## src/rtl/unified_mem_arbiter_pkg.sv

```systemverilog
// rtl/unified_mem_arbiter_pkg.sv - shared types and constants for the unified memory arbiter
package mem_arb_pkg;

    typedef enum logic [1:0] {
        ARB_IDLE,
        ARB_WAIT,
        ARB_DONE
    } arb_state_e;

    typedef enum logic [1:0] {
        OWN_NONE,
        OWN_IF,
        OWN_D
    } arb_owner_e;

    // Value shown on if_rdata before any fetch has completed (addi x0,x0,0).
    localparam logic [31:0] NOP_INSTR = 32'h0000_0013;

endpackage

```

## src/rtl/unified_mem_arbiter_if.sv

```systemverilog
// rtl/unified_mem_arbiter_if.sv - requester and memory signal bundle for the unified memory arbiter
// Fetch side:  if_req, if_addr, if_kill -> arbiter; if_ready, if_rdata <- arbiter
// Data side:   d_req, d_we, d_addr, d_wdata -> arbiter; d_ready, d_rdata <- arbiter
// Memory side: mem_en, mem_we, mem_addr, mem_wdata <- arbiter; mem_rdata -> arbiter
// Status:      busy <- arbiter
// slave = arbiter view, master = pipeline/memory environment view.
interface unified_mem_arbiter_if #(
    parameter int ADDR_W = 32,
    parameter int DATA_W = 32
);
    logic              if_req;
    logic [ADDR_W-1:0] if_addr;
    logic              if_kill;
    logic              if_ready;
    logic [DATA_W-1:0] if_rdata;

    logic              d_req;
    logic              d_we;
    logic [ADDR_W-1:0] d_addr;
    logic [DATA_W-1:0] d_wdata;
    logic              d_ready;
    logic [DATA_W-1:0] d_rdata;

    logic              mem_en;
    logic              mem_we;
    logic [ADDR_W-1:0] mem_addr;
    logic [DATA_W-1:0] mem_wdata;
    logic [DATA_W-1:0] mem_rdata;

    logic              busy;

    modport slave (
        input  if_req, if_addr, if_kill,
        output if_ready, if_rdata,
        input  d_req, d_we, d_addr, d_wdata,
        output d_ready, d_rdata,
        output mem_en, mem_we, mem_addr, mem_wdata,
        input  mem_rdata,
        output busy
    );

    modport master (
        output if_req, if_addr, if_kill,
        input  if_ready, if_rdata,
        output d_req, d_we, d_addr, d_wdata,
        input  d_ready, d_rdata,
        input  mem_en, mem_we, mem_addr, mem_wdata,
        output mem_rdata,
        input  busy
    );

endinterface

```

## src/rtl/unified_mem_arbiter_arb_priority_sel.sv

```systemverilog
// rtl/unified_mem_arbiter_arb_priority_sel.sv - combinational fetch/data winner select
// Ports: if_cand (fetch eligible), d_cand (data eligible), starve_hit (fetch starved to limit)
//        -> winner (OWN_NONE / OWN_IF / OWN_D)
module arb_priority_sel
    import mem_arb_pkg::*;
(
    input  logic       if_cand,
    input  logic       d_cand,
    input  logic       starve_hit,
    output arb_owner_e winner
);

    // Data normally wins; a starved fetch takes the slot instead.
    always_comb begin
        winner = OWN_NONE;
        if (d_cand && !(if_cand && starve_hit)) begin
            winner = OWN_D;
        end else if (if_cand) begin
            winner = OWN_IF;
        end
    end

endmodule

```

## src/rtl/unified_mem_arbiter.sv

```systemverilog
// rtl/unified_mem_arbiter.sv - shares one single-port memory between fetch and data requesters
// Ports: clk; rst (asynchronous, active-high);
//        bus (unified_mem_arbiter_if.slave): fetch request/kill/ready/rdata, data request/ready/rdata,
//        memory en/we/addr/wdata/rdata, busy (arbiter not idle).
// Each access: issue (IDLE) -> MEM_LATENCY cycles in WAIT -> ready pulse in DONE -> IDLE.
module unified_mem_arbiter
    import mem_arb_pkg::*;
#(
    parameter int ADDR_W       = 32,
    parameter int DATA_W       = 32,
    parameter int MEM_LATENCY  = 1,
    parameter int STARVE_LIMIT = 4
) (
    input  logic                 clk,
    input  logic                 rst,
    unified_mem_arbiter_if.slave bus
);

    localparam int               CNT_W    = (MEM_LATENCY > 1) ? $clog2(MEM_LATENCY) : 1;
    localparam int               STV_W    = $clog2(STARVE_LIMIT + 1);
    localparam logic [CNT_W-1:0] CNT_INIT = CNT_W'(MEM_LATENCY - 1);
    localparam logic [STV_W-1:0] STV_MAX  = STV_W'(STARVE_LIMIT);

    arb_state_e        state,      state_n;
    arb_owner_e        owner,      owner_n;
    logic [CNT_W-1:0]  cnt,        cnt_n;
    logic [STV_W-1:0]  starve,     starve_n;
    logic              own_we,     own_we_n;
    logic              kill_pend,  kill_pend_n;
    logic [DATA_W-1:0] if_rdata_q, if_rdata_n;
    logic [DATA_W-1:0] d_rdata_q,  d_rdata_n;

    logic              mem_en;
    logic              mem_we;
    logic [ADDR_W-1:0] mem_addr;
    logic [DATA_W-1:0] mem_wdata;
    logic              if_ready;
    logic              d_ready;

    logic              if_cand;
    logic              starve_hit;
    arb_owner_e        winner;

    // A kill in the same cycle keeps the fetch from being granted at all.
    assign if_cand    = bus.if_req && !bus.if_kill;
    assign starve_hit = (starve == STV_MAX);

    arb_priority_sel u_sel (
        .if_cand    (if_cand),
        .d_cand     (bus.d_req),
        .starve_hit (starve_hit),
        .winner     (winner)
    );

    always_ff @(posedge clk or posedge rst) begin
        if (rst) begin
            state      <= ARB_IDLE;
            owner      <= OWN_NONE;
            cnt        <= '0;
            starve     <= '0;
            own_we     <= 1'b0;
            kill_pend  <= 1'b0;
            if_rdata_q <= DATA_W'(NOP_INSTR);
            d_rdata_q  <= '0;
        end else begin
            state      <= state_n;
            owner      <= owner_n;
            cnt        <= cnt_n;
            starve     <= starve_n;
            own_we     <= own_we_n;
            kill_pend  <= kill_pend_n;
            if_rdata_q <= if_rdata_n;
            d_rdata_q  <= d_rdata_n;
        end
    end

    always_comb begin
        state_n     = state;
        owner_n     = owner;
        cnt_n       = cnt;
        starve_n    = starve;
        own_we_n    = own_we;
        kill_pend_n = kill_pend;
        if_rdata_n  = if_rdata_q;
        d_rdata_n   = d_rdata_q;
        mem_en      = 1'b0;
        mem_we      = 1'b0;
        mem_addr    = '0;
        mem_wdata   = '0;
        if_ready    = 1'b0;
        d_ready     = 1'b0;

        // A flush of an in-flight fetch lets the memory access finish but hides its result.
        if (state != ARB_IDLE && owner == OWN_IF && bus.if_kill) begin
            kill_pend_n = 1'b1;
        end

        case (state)
            ARB_IDLE: begin
                if (winner == OWN_D) begin
                    mem_en    = 1'b1;
                    mem_we    = bus.d_we;
                    mem_addr  = bus.d_addr;
                    mem_wdata = bus.d_wdata;
                    owner_n   = OWN_D;
                    own_we_n  = bus.d_we;
                    cnt_n     = CNT_INIT;
                    state_n   = ARB_WAIT;
                    // Count data grants that overtook a waiting fetch; saturate at the limit.
                    if (bus.if_req) begin
                        if (!starve_hit) begin
                            starve_n = starve + 1'b1;
                        end
                    end else begin
                        starve_n = '0;
                    end
                end else if (winner == OWN_IF) begin
                    mem_en   = 1'b1;
                    mem_addr = bus.if_addr;
                    owner_n  = OWN_IF;
                    own_we_n = 1'b0;
                    cnt_n    = CNT_INIT;
                    starve_n = '0;
                    state_n  = ARB_WAIT;
                end
            end

            ARB_WAIT: begin
                if (cnt != '0) begin
                    cnt_n = cnt - 1'b1;
                end else begin
                    state_n = ARB_DONE;
                    if (owner == OWN_D && !own_we) begin
                        d_rdata_n = bus.mem_rdata;
                    end else if (owner == OWN_IF && !kill_pend && !bus.if_kill) begin
                        if_rdata_n = bus.mem_rdata;
                    end
                end
            end

            ARB_DONE: begin
                // Bubble cycle: report completion, never issue.
                if (owner == OWN_D) begin
                    d_ready = 1'b1;
                end else if (owner == OWN_IF && !kill_pend && !bus.if_kill) begin
                    if_ready = 1'b1;
                end
                kill_pend_n = 1'b0;
                owner_n     = OWN_NONE;
                state_n     = ARB_IDLE;
            end

            default: begin
                state_n = ARB_IDLE;
            end
        endcase
    end

    assign bus.mem_en    = mem_en;
    assign bus.mem_we    = mem_we;
    assign bus.mem_addr  = mem_addr;
    assign bus.mem_wdata = mem_wdata;
    assign bus.if_ready  = if_ready;
    assign bus.d_ready   = d_ready;
    assign bus.if_rdata  = if_rdata_q;
    assign bus.d_rdata   = d_rdata_q;
    assign bus.busy      = (state != ARB_IDLE);

endmodule

```

## src/flat_wrapper.sv

```systemverilog
// flat-port wrapper written by rule: the top's interface ports become plain ports
module unified_mem_arbiter_flat import mem_arb_pkg::*;
#(
    parameter int ADDR_W       = 32,
    parameter int DATA_W       = 32,
    parameter int MEM_LATENCY  = 1,
    parameter int STARVE_LIMIT = 4
)
  (clk, rst, bus_if_req, bus_if_addr, bus_if_kill, bus_if_ready, bus_if_rdata, bus_d_req, bus_d_we, bus_d_addr, bus_d_wdata, bus_d_ready, bus_d_rdata, bus_mem_en, bus_mem_we, bus_mem_addr, bus_mem_wdata, bus_mem_rdata, bus_busy);
  unified_mem_arbiter_if #(.ADDR_W(ADDR_W), .DATA_W(DATA_W)) bus_i ();
  input  logic clk;
  input  logic rst;
  input wire logic [$bits(bus_i.if_req)-1:0] bus_if_req;
  input wire logic [$bits(bus_i.if_addr)-1:0] bus_if_addr;
  input wire logic [$bits(bus_i.if_kill)-1:0] bus_if_kill;
  output wire logic [$bits(bus_i.if_ready)-1:0] bus_if_ready;
  output wire logic [$bits(bus_i.if_rdata)-1:0] bus_if_rdata;
  input wire logic [$bits(bus_i.d_req)-1:0] bus_d_req;
  input wire logic [$bits(bus_i.d_we)-1:0] bus_d_we;
  input wire logic [$bits(bus_i.d_addr)-1:0] bus_d_addr;
  input wire logic [$bits(bus_i.d_wdata)-1:0] bus_d_wdata;
  output wire logic [$bits(bus_i.d_ready)-1:0] bus_d_ready;
  output wire logic [$bits(bus_i.d_rdata)-1:0] bus_d_rdata;
  output wire logic [$bits(bus_i.mem_en)-1:0] bus_mem_en;
  output wire logic [$bits(bus_i.mem_we)-1:0] bus_mem_we;
  output wire logic [$bits(bus_i.mem_addr)-1:0] bus_mem_addr;
  output wire logic [$bits(bus_i.mem_wdata)-1:0] bus_mem_wdata;
  input wire logic [$bits(bus_i.mem_rdata)-1:0] bus_mem_rdata;
  output wire logic [$bits(bus_i.busy)-1:0] bus_busy;
  assign bus_i.if_req = bus_if_req;
  assign bus_i.if_addr = bus_if_addr;
  assign bus_i.if_kill = bus_if_kill;
  assign bus_if_ready = bus_i.if_ready;
  assign bus_if_rdata = bus_i.if_rdata;
  assign bus_i.d_req = bus_d_req;
  assign bus_i.d_we = bus_d_we;
  assign bus_i.d_addr = bus_d_addr;
  assign bus_i.d_wdata = bus_d_wdata;
  assign bus_d_ready = bus_i.d_ready;
  assign bus_d_rdata = bus_i.d_rdata;
  assign bus_mem_en = bus_i.mem_en;
  assign bus_mem_we = bus_i.mem_we;
  assign bus_mem_addr = bus_i.mem_addr;
  assign bus_mem_wdata = bus_i.mem_wdata;
  assign bus_i.mem_rdata = bus_mem_rdata;
  assign bus_busy = bus_i.busy;
  unified_mem_arbiter #(.ADDR_W(ADDR_W), .DATA_W(DATA_W), .MEM_LATENCY(MEM_LATENCY), .STARVE_LIMIT(STARVE_LIMIT)) u_core (.clk(clk), .rst(rst), .bus(bus_i));
endmodule
```

## config.mk

```make
export PLATFORM = sky130hd
export DESIGN_NAME = unified_mem_arbiter_flat
export DESIGN_NICKNAME = d
export VERILOG_FILES = /design/src/rtl/unified_mem_arbiter_pkg.sv /design/src/rtl/unified_mem_arbiter_if.sv /design/src/rtl/unified_mem_arbiter_arb_priority_sel.sv /design/src/rtl/unified_mem_arbiter.sv /design/src/flat_wrapper.sv
export SDC_FILE = /design/constraint.sdc
export NUM_CORES = 1
export LEC_CHECK = 0
export CAP_MARGIN = 20
export CORE_MARGIN = 2
export CORE_UTILIZATION = 35
export DETAILED_ROUTE_END_ITERATION = 16
export GPL_TIMING_DRIVEN = 0
export PLACE_DENSITY = 0.81
export SYNTH_ARGS = -nofsm -noshare
export SYNTH_HDL_FRONTEND = slang
export SYNTH_SLANG_ARGS = --single-unit
```

## constraint.sdc

```tcl
create_clock -name clk -period 3.1 [get_ports clk]
set_input_delay 0.62 -clock clk [delete_from_list [all_inputs] [get_ports clk]]
set_output_delay 0.62 -clock clk [all_outputs]
set_load 0.01 [all_outputs]
```

## Yosys cells after proc, flatten, opt, wreduce, memory -nomap -nowiden

Index checks and enable logic that the tools add are counted.

- Mux-type cells: 34
- Bitwise logic cells: 2
- Reductions and logical operators: 25
- Equality and inequality tests: 10
- $add $sub $neg: 2

Operators by type and width:

| kind | number |
|---|---|
| two-way mux 32 bit | 5 |
| two-way mux 1 bit | 17 |
| two-way mux 3 bit | 4 |
| two-way mux 2 bit | 5 |
| nonzero test 2 bit | 5 |
| logical AND 1 bit | 8 |
| one-hot mux 2 bit (2 select lines) | 2 |
| AND reduction 2 bit | 4 |
| == test 2 x 1 -> 1 bit, second input constant | 3 |
| == test 2 bit, second input constant | 3 |
| AND reduction 3 bit | 2 |
| zero test 1 bit | 4 |
| AND reduction 4 bit | 1 |
| adder 3 x 1 -> 3 bit, second input constant | 1 |
| == test 3 bit, second input constant | 1 |
| != test 3 x 1 -> 1 bit, second input constant | 1 |
| != test 3 bit, second input constant | 1 |
| zero test 2 bit | 1 |
| != test 2 bit, second input constant | 1 |
| NOT 1 bit | 2 |
| one-hot mux 1 bit (2 select lines) | 1 |
| subtractor 1 bit, second input constant | 1 |

- Output and inout port bits: 133
- Flip-flop bits (word level): 74
- Word-level logic and storage cells: 81
- Input bits: 134

## Depth between registers and ports, before layout

- Depth after elaboration: 10
- Gate-level depth with buffers: 7
- Depth with buffers taken out: 5

## Hierarchy

A second synthesis with hierarchy kept.

- Cells, all modules: 272
- Area total of the unflattened synthesis: 3468.3 um^2

Modules (own cells, without submodules):

| module | seq. area each (um^2) | instances | cells an instance | area each (um^2) |
|---|---|---|---|---|
| unified_mem_arbiter | 1830.5 | 1 | 269 | 3449.6 |
| arb_priority_sel | 0.0 | 1 | 3 | 18.8 |

## Least setup slack after synthesis

OpenSTA, ideal clock, no wires.

- Path kind: in2out
- Start: input port bus_if_kill
- End: output port bus_mem_addr[2]
- Path buffers: 1
- Setup slack: 0.934 ns
- Arrival time: 1.546 ns
- Stages on the path: 4
- Cells stage by stage: nand2b_1 o21ai_1 clkbuf_1 o21ai_0

- Cells in the longest elaborated chain, start to end: 10
- Elaborated cells between the ends (all ways): 12
- Those cells by class: 2 x eq/ne; 5 x mux; 5 x reduce/logical

Ends and longest elaborated chain:

| what | line | RTL |
|---|---|---|
| from (decl) | flat_wrapper.sv:15 | `input wire logic [$bits(bus_i.if_kill)-1:0] bus_if_kill;` |
| zero test 1 bit (*) | unified_mem_arbiter.sv:45 | `assign if_cand = bus.if_req && !bus.if_kill;` |
| logical AND 1 bit (*) | unified_mem_arbiter.sv:45 |  |
| logical AND 1 bit | unified_mem_arbiter_arb_priority_sel.sv:16 | `if (d_cand && !(if_cand && starve_hit)) begin` |
| zero test 1 bit | unified_mem_arbiter_arb_priority_sel.sv:16 |  |
| logical AND 1 bit | unified_mem_arbiter_arb_priority_sel.sv:16 |  |
| two-way mux 2 bit (*) | unified_mem_arbiter_arb_priority_sel.sv:16 |  |
| == test 2 x 1 -> 1 bit | unified_mem_arbiter.sv:117 | `end else if (winner == OWN_IF) begin` |
| two-way mux 32 bit | unified_mem_arbiter.sv:117 |  |
| two-way mux 32 bit (*) | unified_mem_arbiter.sv:100 | `if (winner == OWN_D) begin` |
| two-way mux 32 bit (*) | unified_mem_arbiter.sv:98 | `case (state)` |
| to (decl) | flat_wrapper.sv:26 | `output wire logic [$bits(bus_i.mem_addr)-1:0] bus_mem_addr;` |

Every way passes the cells marked *; elsewhere a longest branch is shown, timed or not.

## Worst setup path in the final report

- Start: input port bus_if_kill
- End: output port bus_mem_addr[10]

Same word-level chain as after synthesis.

==> impl_metrics.json <==
{
  "status": "finished clean",
  "grt_start_max_net_pins": 74,
  "fp.dieH_um": 107.7,
  "syn_nets": 478,
  "cts_inserted_buffers": 9,
  "yosysWarnings": 0,
  "finClkSkew_ns": 0.01360,
  "timing.slew.headroom_pct": 41.37,
  "wl_mm": 13.29,
  "grt_overflow_total": 0,
  "cp_max_fo": 10,
  "r2r_end": "u_core.owner[1]",
  "hold_violations": 0,
  "n_antenna_cell": 0,
  "vdd_drop_max_v": 0.0006112,
  "clk_pin_slew_ns": 0.09,
  "fin_nets": 758,
  "htreeDepth": 3,
  "antenna_left": 0,
  "rows": 37,
  "fillers": 834,
  "route.detailed.drc": 0,
  "die_x_um": 107.7,
  "cap_violations": 0,
  "p_leak_nw": 3.281,
  "ys_seq_elements": 73,
  "cts-root-buf": "clkbuf_8",
  "startpoint": "bus_if_kill",
  "worstSkewPairLatency_ns": 0.35,
  "tightest_slew_ns": 0.8794,
  "area_delta_synth_final_pct": 84.20,
  "synth_cell_type_count": 36,
  "num_vias": 3715,
  "io_pins": 267,
  "first_iter_violations": 188,
  "wl_per_cell_um": 17.42,
  "drive_above_1_share_pct": 19.30,
  "clock-sinks": 73,
  "firstDrtPassIters": 4,
  "hold_depth": 1,
  "initial_core_util_pct": 36.28,
  "die_area_um2": 11600,
  "period_share_pct": 97.81,
  "min_delay_worst_endpoint": "u_core.bus.d_rdata[18]",
  "syn_area_per_cell_um2": 11.00,
  "max_stage_delay_ns": 0.55,
  "portBuffers": 266,
  "grt_pass1_wl_mm": 19.95,
  "fin_crit_ns": 3.032,
  "crit_chain": "clkdlybuf4s15_1 -> nor4b_4 -> buf_2 -> o211ai_1 -> o21ai_1 -> clkdlybuf4s50_1",
  "vias_per_cell": 4.869,
  "finalPower_w": 0.005490,
  "gp_congestion": 0.8783,
  "hpwl_mm": 10.27,
  "worst_ep_required_time_ns": 2.48,
  "slowest_stage": "clkdlybuf4s50_1",
  "multi_input_area_um2": 1778,
  "netlist_instances": 342,
  "coreArea_um2": 10370,
  "start_kind": "input pin",
  "r2r_slack_ns": 1.32,
  "power_density_nw_per_um2": 792.2,
  "yosysSeqAreaShare_pct": 48.65,
  "clock_path_buffers": 2,
  "finalSetupViolations": 0,
  "slew_violations": 0,
  "crit_type": "in2out",
  "grt_pass1_vias": 3905,
  "antenna_found_initial": 0,
  "seq_area_um2": 1831,
  "cp-end-kind": "output pin",
  "hp-class": "reg2reg",
  "track_usage_pct": 22.08,
  "crit_arrival_ns": 2.41,
  "rr_startpoint": "u_core.starve[0]",
  "fmax_mhz": 329.8,
  "r2r_cells": 8,
  "synth_area_um2": 3762,
  "fin_util_pct": 66.83,
  "cts_tree": "built",
  "hold_path.startpoint": "u_core.bus.d_rdata[18]"
}
==> synthesized netlist by cell type (all sizes together) <==
master / number / share of area (%)
a211o: 1 / 0.23
a21oi: 3 / 0.40
a22o: 1 / 0.23
a31o: 1 / 0.23
a31oi: 1 / 0.17
and2: 34 / 5.7
and2b: 1 / 0.23
and4: 1 / 0.23
and4b: 1 / 0.27
buf: 15 / 2.5
clkbuf: 11 / 1.1
dfrtp: 70 / 47
dfstp: 3 / 2.1
ha: 2 / 0.67
inv: 10 / 1.0
mux2: 64 / 19
nand2: 37 / 3.7
nand2b: 3 / 0.50
nand4: 3 / 0.50
nor2: 2 / 0.40
nor3: 2 / 0.57
nor3b: 2 / 0.70
nor4b: 2 / 0.80
o2111ai: 1 / 0.23
o211ai: 35 / 7.0
o21ai: 33 / 4.4
o2bb2ai: 1 / 0.23
or3: 2 / 0.33
==> layout make-up <==
type | count | share of cell area (%)
Inverter | 10 | 0.5777
Timing Repair Buffer | 269 | 38.98
Tap cell | 136 | 2.455
Buffer | 26 | 2.564
Clock inverter | 6 | 1.372
Sequential cell | 73 | 26.41
Clock buffer | 10 | 1.986
Multi-Input combinational cell | 233 | 25.65
==> sequential cells by signal, summed over array words and instances (netlist names) <==
name and cells:
u_core.bus.d_rdata 32, u_core.state 2, u_core.own_we 1, u_core.bus.if_rdata 32
u_core.owner 2, u_core.kill_pend 1, u_core.starve 3
==> critical path: cells and delay by family <==
family,cells,cell delay (ns)
compound gates,2,0.22
simple gates,1,0.39
buf+inv,3,1.17
==> routing by layer <==
| metal | track usage [%] | share of wire (%) |
|---|---|---|
| met5 | 0 | 0 |
| met4 | 8.425 | 2.8 |
| met2 | 39.71 | 52 |
| met3 | 6.840 | 7.4 |
| met1 | 24.20 | 38 |
==> report_power, final <==
group | internal (W) | total [W] | switching (W)
registers | 0.00142 | 0.00168 | 0.000261
clock network | 0.000485 | 0.000874 | 0.000389
logic | 0.00171 | 0.00293 | 0.00122
total | 0.00362 | 0.00549 | 0.00187
==> how the worst max path moves through the flow <==
stage	end	depth (start not counted)	slack (ns)
after floorplan	u_core.bus.d_rdata[0]	1	0.63
after global placement	u_core.bus.if_rdata[15]	2	-0.51
after detailed placement	bus_mem_wdata[26]	7	-0.44
after CTS	bus_mem_addr[11]	8	0.007
after global routing	bus_mem_addr[16]	8	-0.00007
final	bus_mem_addr[10]	6	0.07
==> cells by family (layout without fill, tap and decap cells) <==
kind of cell    Yosys count  in the layout  synth area share (%)
buf+inv                  36            321                 4.556
simple gates             90             90                 13.87
mux                      64             64                 19.16
fa+ha+maj                 2              2                0.6650
compound gates           77             77                 13.10
flops                    73             73                 48.65
==> layout by cell type, fill, tap and decap left out, drive strengths merged, types with 3 or more instances in the layout <==
cell	count
clkdlybuf4s50	209
dfstp	3
nand4	3
and2	34
mux2	64
inv	13
nand2b	3
dlymetal6s2s	22
o21ai	33
clkbuf	19
a21oi	3
dlygate4sd2	34
o211ai	35
nand2	37
buf	20
dfrtp	70
==> repair_timing <==
action	4_1_cts	5_1_grt
setup endpoints to repair	64	30
hold endpoints to repair	0	0
hold buffers	0	0
resized for setup	56	34
pin swaps	1	0
setup buffers	3	0
==> stage by stage <==
stage,setup WS (ns),cells,TNS (ns),instance area [um2],hold WS (ns)
after floorplan,0.6317,342,0,3762,0.4922
after global placement,-0.5077,744,-56.07,6595,0.4681
after detailed placement,-0.4437,744,-22.28,6598,0.4831
after CTS,0.007322,763,0,6862,0.5087
after global routing,-0.00006950,763,-0.00006950,6930,0.5260
final,0.06792,763,0,6930,0.4979
(Power assumes the default switching activity.)
==> RTL edit 1: new RTL, config.mk and constraints unchanged <==
Take the reset off `d_rdata_q` and load it in a clocked block of its own.
--- a/src/rtl/unified_mem_arbiter.sv
+++ b/src/rtl/unified_mem_arbiter.sv
@@ -61,7 +61,6 @@
             own_we     <= 1'b0;
             kill_pend  <= 1'b0;
             if_rdata_q <= DATA_W'(NOP_INSTR);
-            d_rdata_q  <= '0;
         end else begin
             state      <= state_n;
             owner      <= owner_n;
@@ -70,8 +69,11 @@
             own_we     <= own_we_n;
             kill_pend  <= kill_pend_n;
             if_rdata_q <= if_rdata_n;
-            d_rdata_q  <= d_rdata_n;
         end
+    end
+
+    always_ff @(posedge clk) begin
+        d_rdata_q <= d_rdata_n;
     end
 
     always_comb begin
Check against the original RTL: differs if rst is asserted again (counterexample within 4 cycles, from zero or initial values and one cycle with rst high); with rst held inactive, the same outputs for 4 cycles.
==> RTL edit 1 against the original RTL <==
  * The flow now finishes with violations (negative setup slack)
  * Setup slack lost 96 ps
  * Global-route usage down 0.15 points
  * Critical endpoint is now bus_mem_addr[24]
  * Critical path type unchanged
  * Sequential share of layout area is 3.2 points higher
  * Routed wire length down 6.3%
  * Sequential cell count unchanged
  * First-iteration DRC count down 30%
  * Synthesized area is 3.9% lower
  * Non-clock buffer count increased by 2
  * Synthesized cell count decreased by 10%
  * Final area shrank 2.9%
  * Largest cell class unchanged
  * Power fell by 18%
==> RTL edit 1: results (changes against the original RTL) <==
final setup vio count 10 (+10); Mean Syn Cell Area 11.8 um2 (+7.1%); Hold Crit Start u_core.bus.if_rdata[10]; GR Util All Layers 21.9% (-0.15 points); DR WL met3 1080 um (+9.1%); layout cell share with drive strength beyond 1 15.1% (-4.2 points); R2R cell count 3 (-5); status complete, but fails checks; setup slack after layout -27.9 ps (-95.9 ps); port buffer count 265 (-0.38%); pre-CTS setup slack -233 ps (+210 ps); gpl congestion 0.849 (-3.3%); vias in the first global route 3675 (-5.9%); Post-synth EDFFs 32 (+32); largest net degree at the start of global routing 42 (-43%); Detailed Route WL 12500 um (-6.3%); Flop pwr share 33.3% (+2.6 points); failing checks negative setup slack; top cells by count, synth 38 x dfrtp_1, 35 x and2_1, 34 x o211ai_1, 33 x nand2_1, 32 x edfxtp_1; Int Power 0.00300 W (-17%); maximum VDD drop 0.000328 V (-46%); Crit Reg-Reg Endpoint u_core.bus.d_rdata[19]; CP arrival 2510 ps (+100 ps); Pleak 2.88 nW (-12%); Power per Cell Area 668 mW/mm2 (-16%); Post-DP HPWL 9880 um (-3.8%); FF-to-FF setup slack 950 ps (-370 ps)
## RTL edit 1: final cells by class
| class | count | share of cell area (%) |
|---|---|---|
| Buffer | 24 | 2.68 |
| Clock buffer | 9 | 1.84 |
| Clock inverter | 7 | 1.52 |
| Inverter | 10 | 0.558 |
| Multi-Input combinational cell | 200 | 21.6 |
| Sequential cell | 73 | 29.6 |
| Tap cell | 136 | 2.53 |
| Timing Repair Buffer | 273 | 39.7 |
## RTL edit 1: layer usage
metal / vias to the layer above / track usage [%]
met5: - / 0
met4: 0 / 8.18
met3: 24 / 6.80
met2: 193 / 40.6
met1: 1700 / 23.2
li1: 1679 / -
## RTL edit 1: repair_timing
action,in CTS,in global routing
pin swaps,1,1
gates resized for setup,61,3
endpoints found under the setup margin,63,15
buffers inserted,6,1
## RTL edit 1: worst max-delay path, cell delays in order
cell and delay (ps):
clkdlybuf4s50_1 530, nor4b_4 340, buf_4 240, o211ai_1 100
o21ai_0 100, clkdlybuf4s50_1 570
## RTL edit 1: worst max path at each step
stage	startpoint	to	slack, ps	cells after the start
after floorplan	u_core.state[1]	u_core.bus.d_rdata[0]	680	2
after global placement	bus_if_req	bus_mem_wdata[5]	-240	7
after detailed placement	bus_if_req	bus_mem_wdata[5]	-230	7
after CTS	bus_if_req	bus_mem_addr[21]	-20	7
after global routing	bus_if_req	bus_mem_addr[21]	-140	6
final	bus_if_req	bus_mem_addr[24]	-30	6
## RTL edit 1: cell families (layout without fill, tap and decap cells)
family | Yosys count | after routing | synth area share, %
compound gates | 77 | 77 | 13.6
fa+ha+maj | 2 | 2 | 0.692
buf+inv | 34 | 323 | 5.43
flops | 73 | 73 | 55.1
mux | 32 | 32 | 10.4
simple gates | 89 | 89 | 14.8
==> RTL edit 2: new RTL, config.mk and constraints unchanged <==
Without the edit above. `ADDR_W` is set to 32 in 3 places; all go to 16.
--- a/src/rtl/unified_mem_arbiter_if.sv
+++ b/src/rtl/unified_mem_arbiter_if.sv
@@ -5,7 +5,7 @@
 // Status:      busy <- arbiter
 // slave = arbiter view, master = pipeline/memory environment view.
 interface unified_mem_arbiter_if #(
-    parameter int ADDR_W = 32,
+    parameter int ADDR_W = 16,
     parameter int DATA_W = 32
 );
     logic              if_req;
--- a/src/rtl/unified_mem_arbiter.sv
+++ b/src/rtl/unified_mem_arbiter.sv
@@ -6,7 +6,7 @@
 module unified_mem_arbiter
     import mem_arb_pkg::*;
 #(
-    parameter int ADDR_W       = 32,
+    parameter int ADDR_W       = 16,
     parameter int DATA_W       = 32,
     parameter int MEM_LATENCY  = 1,
     parameter int STARVE_LIMIT = 4
--- a/src/flat_wrapper.sv
+++ b/src/flat_wrapper.sv
@@ -1,7 +1,7 @@
 // flat-port wrapper written by rule: the top's interface ports become plain ports
 module unified_mem_arbiter_flat import mem_arb_pkg::*;
 #(
-    parameter int ADDR_W       = 32,
+    parameter int ADDR_W       = 16,
     parameter int DATA_W       = 32,
     parameter int MEM_LATENCY  = 1,
     parameter int STARVE_LIMIT = 4
Interface: changed (resized bus_d_addr, bus_if_addr and bus_mem_addr); port bits go from 267 to 219. The function was not compared with the original's and may differ.
==> RTL edit 2 against the original RTL <==
  * Synthesized area is 7.2% lower
  * Setup slack gained 46 ps
  * Power shrank 8.5%
  * Clock power decreased by 24%
  * Sequential cell count stayed put
  * Fmax increased by 1.5%
  * Final area fell by 11%
  * First-iteration DRC count decreased by 35%
  * Routed wire length fell by 20%
==> RTL edit 2: results (changes against the original RTL) <==
DR pass1 iterations 4 (unchanged); Area contributors post-synth dfrtp_1 50%, mux2_2 19%, and2_1 5.9%; Root Buffer clkbuf_8; status finished, final reports clean; Synth Warn # 0 (unchanged); H-tree depth 3 (unchanged); maximum VDD drop 0.000490 V (-20%); pre-CTS setup slack -446 ps (-2.08 ps); crit path max fanout 10 (unchanged); ANT cells 0 (unchanged); number of buffers created by CTS 9 (unchanged); library cells used by synthesis 43 (+19%); fill count 794 (-4.8%); layout cell share with drive strength beyond 1 21.1% (+1.8 points); Synth top area share 50.2% (+3.6 points); clock skew 14.0 ps (+0.418 ps); Crit path max-delay family buffers and inverters; Max stage delay on crit path 560 ps; gpl congestion 0.828 (-5.7%); Seq/Total Area, Yosys 52.4% (+3.8 points); largest net degree at the start of global routing 74 (unchanged); Rel. slew slack 40.3% (-1.1 points); maximum root-to-sink buffer count 2 (unchanged); fmax 335 MHz (+1.5%); CP arrival 2370 ps (-40 ps); vias in the first global route 3227 (-17%); WL/cell 16.0 um (-7.9%); GR Util All Layers 19.3% (-2.8 points); Worst Hold Depth 1 (unchanged); Mapped Nets 389 (-19%); ys flop type dfrtp_1; Clock Latency Late Sink ~340 ps; port buffer count 217 (-18%); Placed Cells 635 (-15%); FF-to-FF setup slack 1300 ps (-20 ps); global-route wire length before repair 16800 um (-16%); Worst-path clk slew 70 ps (-20 ps); final std cells w/o fill 659 (-14%); initial antenna violation count 0 (unchanged); Detailed Route Iter0 Violations 122 (-35%); asr flop ratio synth 100% (unchanged); # nets final 625 (-18%); Worst path slowest cell clkdlybuf4s50_1; Pleak 3.02 nW (-8.0%); hold crit path type register to register; Syn Inst Count 285 (-17%); top cells by count, synth 70 x dfrtp_1, 58 x mux2_2, 33 x and2_1, 21 x nand2_1, 18 x o21ai_0; R2R cell count 8 (unchanged); Vias/cell 4.71 (-3.2%); Post-DP HPWL 7980 um (-22%)
## RTL edit 2: cell types whose count changed after synthesis, sizes merged, moves of 2 or more
| cell | change |
|---|---|
| buf | -5 |
| clkbuf | -4 |
| inv | -2 |
| nand2 | -16 |
| nand4 | -2 |
| nor2b | +2 |
| o211ai | -18 |
| o21ai | -13 |
## RTL edit 2: power breakdown
group | total [W] | switching [W] | leakage, nW | internal, W
logic | 0.00267 | 0.00104 | 2.03 | 0.00163
clock network | 0.000665 | 0.000370 | 0.0900 | 0.000296
registers | 0.00169 | 0.000260 | 0.901 | 0.00143
total | 0.00502 | 0.00167 | 3.02 | 0.00335
## RTL edit 2: worst reg2reg max path: cells and delay by family, from the launching register on
family	cells	cell delay, ps
and+or+nand+nor	2	250
buffers and inverters	4	560
AOI/OAI and AO/OA	1	270
DFF	1	400
adders and majority gates	1	220
## RTL edit 2: what timing repair did
item,CTS,global route
pin swaps,1,0
hold endpoints to repair,0,0
gates resized for setup,25,31
endpoints found under the setup margin,44,33
cloned,1,0
setup buffers,4,3
## RTL edit 2: worst paths after layout
kind,start,to
min in group asynchronous,rst,u_core.bus.d_rdata[5]
worst min register to register,u_core.bus.d_rdata[12],u_core.bus.d_rdata[12]
max in group asynchronous,rst,u_core.bus.d_rdata[29]
worst min-delay path,u_core.bus.d_rdata[12],u_core.bus.d_rdata[12]
worst max-delay path,u_core.starve[1],bus_mem_addr[9]
worst max register to register,u_core.starve[1],u_core.owner[1]
## RTL edit 2: cell families (layout without fill, tap and decap cells)
| kind of cell | Yosys count | count (layout) | share of synthesized area, % |
|---|---|---|---|
| and+or+nand+nor | 74 | 74 | 13.7 |
| DFF | 73 | 73 | 52.4 |
| muxes | 64 | 64 | 20.6 |
| AOI/OAI and AO/OA | 46 | 46 | 8.57 |
| buffers and inverters | 26 | 267 | 3.94 |
| adders and majority gates | 2 | 2 | 0.717 |
## RTL edit 2: layout make-up
type | count | share of cell area (%)
Buffer | 17 | 2.23
Timing Repair Buffer | 225 | 37.1
Multi-Input combinational cell | 186 | 24.8
Sequential cell | 73 | 29.7
Inverter | 9 | 0.669
Clock inverter | 7 | 0.852
Clock buffer | 9 | 2.01
Tap cell | 133 | 2.70
## RTL edit 2: per-stage QoR
step                      instance area, um2  TNS, ps  hold WS (ps)  util (%)
after floorplan                         3490        0           492         -
after global placement                  5830   -46620           467      59.9
after detailed placement                5830   -15950           481      59.9
after CTS                               6080        0           499      62.4
after global routing                    6170        0           516      63.4
final                                   6170        0           497      63.4
## RTL edit 2: per-layer routing
metal	track usage, %	part of all wire [%]
met4	4.44	1.4
met1	22.7	38
met3	6.77	8.0
met2	34.0	52
met5	0	0
